[config.mk]
export PLATFORM = sky130hd
export DESIGN_NAME = rbz_spi_frame_tx
export DESIGN_NICKNAME = d
export VERILOG_FILES = /design/src/rtl/rbz_spi_frame_tx.sv
export SDC_FILE = /design/constraint.sdc
export NUM_CORES = 1
export LEC_CHECK = 0
export BUFFER_PORTS_ARGS = -buffer_cell sky130_fd_sc_hd__buf_2
export CAP_MARGIN = 20
export CORE_MARGIN = 2
export CORE_UTILIZATION = 50
export DETAILED_ROUTE_END_ITERATION = 7
export PLACE_DENSITY = 0.72
export RECOVER_POWER = 100
export SLEW_MARGIN = 20
export SYNTH_ARGS = -nofsm -noshare
export SYNTH_HDL_FRONTEND = slang
export SYNTH_SLANG_ARGS = --single-unit
[constraint.sdc]
create_clock -name i_clk -period 8 [get_ports i_clk]
set_input_delay 0.4 -clock i_clk [delete_from_list [all_inputs] [get_ports i_clk]]
set_output_delay 0.4 -clock i_clk [all_outputs]
set_load 0.01 [all_outputs]
[src/rtl/rbz_spi_frame_tx.sv]
// rbz_spi_frame_tx: SPI mode-0 frame transmitter, MSB-first, all outputs registered
module rbz_spi_frame_tx #(
    parameter int MAX_BITS   = 96,
    parameter int LEN_W      = 7,
    parameter int CLK_DIV    = 2,
    parameter int GAP_CYCLES = 4
) (
    input  logic                i_clk,
    input  logic                i_reset,
    input  logic                i_start,
    input  logic [LEN_W-1:0]    i_len,
    input  logic [MAX_BITS-1:0] i_data,
    output logic                o_csb,
    output logic                o_sclk,
    output logic                o_mosi,
    output logic                o_busy,
    output logic                o_done,
    output logic                o_err
);
    localparam int CMAX = CLK_DIV > GAP_CYCLES ? CLK_DIV : GAP_CYCLES;
    localparam int CW = CMAX > 1 ? $clog2(CMAX) : 1;
    localparam logic [CW-1:0] HALF = CW'(CLK_DIV - 1);
    localparam logic [CW-1:0] GAPN = CW'(GAP_CYCLES - 1);
    typedef enum logic [2:0] {IDLE, SETUP, SHIFT_HI, SHIFT_LO, GAP} state_t;
    state_t state, state_n;
    logic [CW-1:0] cnt, cnt_n;
    logic [LEN_W-1:0] bits, bits_n;
    logic [MAX_BITS-1:0] sr, sr_n;
    logic done_n, err_n, len_ok, active_n;
    assign len_ok = i_len != '0 && i_len <= LEN_W'(MAX_BITS);
    assign active_n = state_n == SETUP || state_n == SHIFT_HI || state_n == SHIFT_LO;
    // Payload is left-aligned so the next bit to send is always the MSB
    always_comb begin
        state_n = state;
        cnt_n = cnt - CW'(1);
        bits_n = bits;
        sr_n = sr;
        done_n = 1'b0;
        err_n = 1'b0;
        case (state)
            IDLE: begin
                cnt_n = HALF;
                if (i_start && len_ok) begin
                    state_n = SETUP;
                    bits_n = i_len;
                    sr_n = i_data << (LEN_W'(MAX_BITS) - i_len);
                end else if (i_start) begin
                    err_n = 1'b1;
                end
            end
            SETUP: if (cnt == '0) begin
                state_n = SHIFT_HI;
                cnt_n = HALF;
            end
            SHIFT_HI: if (cnt == '0) begin
                state_n = SHIFT_LO;
                cnt_n = HALF;
                bits_n = bits - LEN_W'(1);
                sr_n = sr << 1;
            end
            SHIFT_LO: if (cnt == '0) begin
                cnt_n = HALF;
                if (bits != '0) begin
                    state_n = SHIFT_HI;
                end else if (GAP_CYCLES == 0) begin
                    state_n = IDLE;
                    done_n = 1'b1;
                end else begin
                    state_n = GAP;
                    cnt_n = GAPN;
                end
            end
            GAP: if (cnt == '0) begin
                state_n = IDLE;
                done_n = 1'b1;
            end
            default: state_n = IDLE;
        endcase
    end
    always_ff @(posedge i_clk) begin
        if (i_reset) begin
            state <= IDLE;
            cnt <= '0;
            bits <= '0;
            sr <= '0;
            o_csb <= 1'b1;
            o_sclk <= 1'b0;
            o_mosi <= 1'b0;
            o_busy <= 1'b0;
            o_done <= 1'b0;
            o_err <= 1'b0;
        end else begin
            state <= state_n;
            cnt <= cnt_n;
            bits <= bits_n;
            sr <= sr_n;
            o_csb <= !active_n;
            o_sclk <= state_n == SHIFT_HI;
            o_mosi <= active_n && sr_n[MAX_BITS-1];
            o_busy <= state_n != IDLE;
            o_done <= done_n;
            o_err <= err_n;
        end
    end
endmodule

==> results of run 1 <==
-- registers in the layout, summed over array words and instances (netlist names) --
name,cells
bits,7
cnt,2
o_busy,1
o_csb,1
o_done,1
o_err,1
o_mosi,1
o_sclk,1
sr,96
state,3
-- worst max path at each step --
| stage | end | slack, ps | cells after the start |
|---|---|---|---|
| after floorplan | sr[34]$_SDFFE_PP0P_ | 4380 | 13 |
| after global placement | sr[94]$_SDFFE_PP0P_ | 3540 | 10 |
| after detailed placement | sr[74]$_SDFFE_PP0P_ | 3470 | 11 |
| after CTS | sr[74]$_SDFFE_PP0P_ | 3900 | 11 |
| after global routing | sr[42]$_SDFFE_PP0P_ | 1970 | 10 |
| final | sr[42]$_SDFFE_PP0P_ | 2310 | 10 |
-- layout by cell type, fill, tap and decap left out, types with 5 or more instances in the layout --
cell type / instances
o211ai_1: 14
a221o_1: 17
a222oi_1: 13
mux2i_1: 91
a31oi_1: 26
a221oi_1: 10
o221ai_1: 5
dfxtp_1: 114
clkbuf_16: 17
and3_1: 32
o22ai_1: 13
ha_1: 6
clkbuf_1: 10
a2111oi_0: 9
a21o_1: 7
nand3_1: 81
nor2_1: 102
mux4_2: 95
nand2b_1: 6
and2_1: 6
nor4_1: 9
mux2_4: 5
o21ai_0: 49
nand2_1: 148
or3_1: 6
buf_4: 21
mux2_2: 96
nor3_1: 33
a211oi_1: 26
o31ai_1: 8
buf_2: 103
a21oi_1: 84
inv_1: 21
a22oi_1: 11
mux2_1: 21
o32ai_1: 15
-- worst register-to-register path, delay by kind of cell, from the launching register on --
kind / cells / cell delay [ps]
flops: 1 / 450
compound gates: 4 / 1330
simple gates: 2 / 1270
buf+inv: 1 / 310
-- layer usage --
metal / track usage / vias up / routed length [um]
met5: 0 / - / 0
met4: 0.190 / 0 / 2680
met3: 0.0858 / 144 / 5540
met2: 0.522 / 886 / 20300
met1: 0.522 / 6154 / 19900
li1: - / 5560 / -
-- layout make-up --
cell class | count | share of cell area
flip-flops and latches | 114 | 0.169
repair buffers | 135 | 0.0552
clock inverters | 12 | 0.0117
clock buffers | 20 | 0.0338
multi-input cells | 1138 | 0.694
well taps | 324 | 0.0300
inverters | 22 | 0.00611
-- kinds of logic (layout without fill, tap and decap cells) --
kind of cell / Yosys count / count (layout) / synth area share
multiplexers: 309 / 309 / 0.358
flip-flops: 114 / 114 / 0.183
buffers and inverters: 164 / 189 / 0.0696
AND/OR/NAND/NOR: 456 / 456 / 0.173
AO/OA/AOI/OAI: 362 / 362 / 0.206
XOR/XNOR: 5 / 5 / 0.00531
adder cells (fa/ha/maj): 6 / 6 / 0.00601
-- report_power, final --
group	internal (uW)	switching, uW
combinational	393	677
clock	506	292
sequential	606	24.0
total	1500	993
-- per-stage QoR --
stage	total power [uW]	cell area (um2)
after floorplan	1340	12500
after global placement	1650	12900
after detailed placement	1660	12900
after CTS	2440	13500
after global routing	2570	13500
final	2500	13500
==> flow_summary.ini, run 1 <==
[placement]
place_ws_ps = 3470
routabilityCongestion = 1.08
port_buffers = 111
dp.cells = 1731
hpwl_um = 35100

[timing]
worst_pin_slew_ps = 3770
layout_setup_ws_ps = 2310
period_needed_ps = 5690
finalHoldViolCount = 0
worst_hold_slack_ps = 240
post-route-period-util = 0.712
rsz0062_at_grt = false
fmax_ghz = 0.176
setup_viol = 0
skew_ps = 5.45
relSlewSlack = -1.51
final_max_slew_viol_count = 127
setup-tns-final_ps = 0

[setup_path]
cp-start-kind = input pin
end_kind = register
arrival_ps = 5820
required_ps = 8130
slowest_stage = clkbuf_1
ff2ff_setup_slack_ps = 4480
path_buf_inv = 4
cp_cell_sequence = buf_6 > inv_1 > ha_1 > clkbuf_1 > mux4_2 > mux2_1 > mux2i_1 > inv_1 > a221oi_1 > a21oi_1
cp_slowest_stage_delay_ps = 1930
path_common_cell = inv_1
path_max_fanout = 46
r2r_cells = 7
cp-startpoint = i_len[0]
r2r-start = state[1]$_SDFF_PP0_
worstSetupPathType = in -> reg
path_delay_family = buffers and inverters
r2r-end = o_mosi$_SDFF_PP0_

[synthesis]
seq_area_frac_synth = 0.183
yosysWarningCount = 0
ys_async_sr_fraction = 0
yosys-top-cells-count = nand2_1 (150), dfxtp_1 (114), mux2_2 (109)
synth_top_area_cell = dfxtp_1
synth_top_area_frac = 0.183
netlist_area_um2 = 12500
synth_nets = 1528
avgSynthCellArea_um2 = 8.82
synthTopCellsByArea = dfxtp_1 (18%), mux4_2 (17%), mux2_2 (9.8%)
synth_edf_count = 0
ys_ff_latch = 114
synth_cell_types = 92
synth_flop_cell = dfxtp_1
netlist_instances = 1416
synth.most_common_cell = nand2_1

[hold_path]
min_path_cells = 2
hold_class = in -> reg
min_to = o_err$_SDFF_PP0_
holdCritStartpoint = i_start

[route]
wire_per_inst_um = 27.4
drt_pass1_iterations = 8
viasPerCell = 7.22
dr.first_iter.drc_count = 2102
drc_errors = 0
ant_nets = 0
drt-total-wl_um = 48400
vias = 12744

[cts]
insertion_delay_ps = 420
htreeDepth = 4
cts_buffer_depth = 2
cts_buffers = 17
cts_setup_buffers = 0
ctsResizeCount = 0
path_clk_slew_ps = 50
cts-root-buf = clkbuf_16
cts.sinks = 114
postCtsHoldBufs = 0
cts_tree = done

[floorplanning]
die_y_um = 162
dieArea_um2 = 26300
io_pins = 112
rows = 57
core_um2 = 24400
die_w_um = 162
start_util = 0.512

[outcome]
outcome = finished with violations
violations = capacitance limit, slew limit

[grt]
grt_use_total = 0.368
grt_pass1_vias = 11930
antenna_found_initial = 0
grt_pass1_wl_um = 74200
overflow = 0
grt_start_max_net_pins = 88

[power_and_ir_drop]
power_leakage_uw = 0.00498
pwr_density_cell_nw_per_um2 = 185
peakVddDrop_mv = 0.137

[final_layout]
layout.cells.non_filler = 1765
num_antenna_cells = 0
multiInputGateArea_um2 = 9380
seq_area_um2 = 2280
final_util = 0.554
fillerInstances = 2264
nNetsFinal = 1540
drive_gt1_frac = 0.269
syn_to_final_growth_pct = 8.24

[job]
cap_viol_max_count = 2
Power figures use the tool's default switching activity.
==> inputs of run 2 (changes only) <==
Settings changed: ABC_AREA set to 1.
Clock period 8 ns to 5.7 ns, I/O delays scaled along.
==> flow_summary.ini, run 2 <==
[cts]
cts_buffer_depth = 2
path_clk_slew_ps = 60
postCtsHoldBufs = 0
insertion_delay_ps = 420
cts.sinks = 114
cts_setup_buffers = 0
ctsResizeCount = 0
htreeDepth = 4
cts_buffers = 17
cts_tree = done
cts-root-buf = clkbuf_16

[timing]
fmax_ghz = 0.227
finalHoldViolCount = 0
post-route-period-util = 0.773
rsz0062_at_grt = false
worst_pin_slew_ps = 4090
skew_ps = 9.36
period_needed_ps = 4400
setup_viol = 0
setup-tns-final_ps = 0
relSlewSlack = -1.73
layout_setup_ws_ps = 1300
final_max_slew_viol_count = 150

[final_layout]
fillerInstances = 2527
final_common_cell = nand2_1
drive_gt1_frac = 0.0805
most-common-layout-cells = nand2_1 (778), nand3_1 (643), dfxtp_1 (114)
num_antenna_cells = 0
reg.largest.list = sr: 96 flops, bits: 7 flops, state: 3 flops
layout.cells.non_filler = 2456
regMostFlops = sr
final_util = 0.540
syn_to_final_growth_pct = 6.73
largest_reg_flops = 96
nNetsFinal = 2237

[grt]
grtUsageMet3 = 0.0694
met1_usage = 0.451
grt_pass1_wl_um = 71300
grt_util_met2 = 0.581
grt_use_total = 0.363
grt_start_max_net_pins = 108
grt_pass1_vias = 13610
busiest_layer = met2
overflow = 0
antenna_found_initial = 0

[floorplanning]
io_pins = 112
die_y_um = 157
die_w_um = 157
core_um2 = 23300
dieArea_um2 = 24800
rows = 56
start_util = 0.506

[setup_path]
required_ps = 5840
cp_cell_sequence = inv_1 > nor3_4 > inv_1 > nor2_4 > buf_4 > inv_1 > nand2_1 > inv_1 > buf_4 > nand2_1 > nand2_1 > a21oi_1 > nor2_1
path_buf_inv = 6
cp-start-kind = register
cp_slowest_stage_delay_ps = 750
slowest_stage = buf_4
path_delay_family = buffers and inverters
worstSetupPathType = reg -> reg
path_common_cell = inv_1
end_kind = register
arrival_ps = 4540
path_max_fanout = 93

[synthesis]
netlist_area_um2 = 11800
synth_flop_cell = dfxtp_1
synth.most_common_cell = nand2_1
ys_async_sr_fraction = 0
netlist_instances = 2148
synth_nets = 2260
yosysWarningCount = 0
seq_area_frac_synth = 0.194
synth_top_area_frac = 0.274
ys_ff_latch = 114
synth_cell_types = 40
synth_edf_count = 0
synthTopCellsByArea = nand3_1 (27%), nand2_1 (25%), dfxtp_1 (19%)
synth_top_area_cell = nand3_1
yosys-top-cells-count = nand2_1 (779), nand3_1 (643), dfxtp_1 (114)
avgSynthCellArea_um2 = 5.47

[power_and_ir_drop]
power_leakage_uw = 0.00574
intPower_uw = 2000
p_sw_frac = 0.409
finalPower_uw = 3390
seqPwrFrac = 0.262
peakVddDrop_mv = 0.161
p_switching_uw = 1380
pwr-share-comb = 0.392
pwr_density_cell_nw_per_um2 = 270
pwr-share-clk = 0.346

[route]
vias = 14997
wire_per_inst_um = 18.4
dr.first_iter.drc_count = 2237
drc_errors = 8
drt_pass1_iterations = 8
drt-total-wl_um = 45100
ant_nets = 0
viasPerCell = 6.11

[placement]
place_ws_ps = 2120
routabilityCongestion = 1.03
hpwl_um = 32600
dp.cells = 2424
port_buffers = 111

[hold_path]
hold_class = in -> reg

[outcome]
outcome = finished with violations
violations = DRC, capacitance limit, slew limit

[job]
cap_viol_max_count = 2
==> run 2: final cells by class <==
class	count	area, um2	area share
multi-input combinational	1784	8230	0.656
sequential	114	2280	0.182
timing repair buffer	130	708	0.0564
clock buffer	18	429	0.0342
tap	319	399	0.0318
inverter	78	295	0.0235
clock inverter	13	208	0.0165
==> run 2: power by group through the flow <==
| stage | clock network (uW) | registers [uW] | logic [uW] |
|---|---|---|---|
| after detailed placement | 0 | 902 | 1280 |
| after global routing | 1210 | 893 | 1450 |
| final | 1170 | 888 | 1330 |
| after floorplan | 0 | 895 | 947 |
| after global placement | 0 | 901 | 1270 |
| after CTS | 1170 | 886 | 1280 |
==> run 2: worst min-delay path, cell delays in order <==
cell and delay, ps:
buf_2 100, inv_1 70, nor3_1 50
==> run 2: cells by family (layout without fill, tap and decap cells) <==
family	count (synthesis)	in the layout	synth area share
flip-flops	114	114	0.194
AND/OR/NAND/NOR	1530	1530	0.566
buffers and inverters	250	239	0.108
XOR/XNOR	5	5	0.00436
adder cells (fa/ha/maj)	6	6	0.00638
AO/OA/AOI/OAI	243	243	0.121
==> run 2: per-layer routing <==
layer	vias to the layer above	share of wire
li1	7221	-
met1	6732	0.40
met2	858	0.44
met3	186	0.088
met4	0	0.069
met5	-	0
==> run 2: final timing paths <==
path / from / endpoint / slack, ps / depth (start not counted)
min reg2reg: sr[14]$_SDFFE_PP0P_ / sr[14]$_SDFFE_PP0P_ / 480 / 2
max: state[1]$_SDFF_PP0_ / sr[72]$_SDFFE_PP0P_ / 1300 / 13
min: i_start / o_err$_SDFF_PP0_ / 130 / 3
max reg2reg: state[1]$_SDFF_PP0_ / sr[72]$_SDFFE_PP0P_ / 1300 / 13
==> run 2: through the flow <==
stage / hold WS [ps] / instance area [um2]
finish: 134 / 12600
global route: 150 / 12600
CTS: 133 / 12500
detailed placement: 466 / 11900
global placement: 450 / 11900
floorplan: 427 / 11800
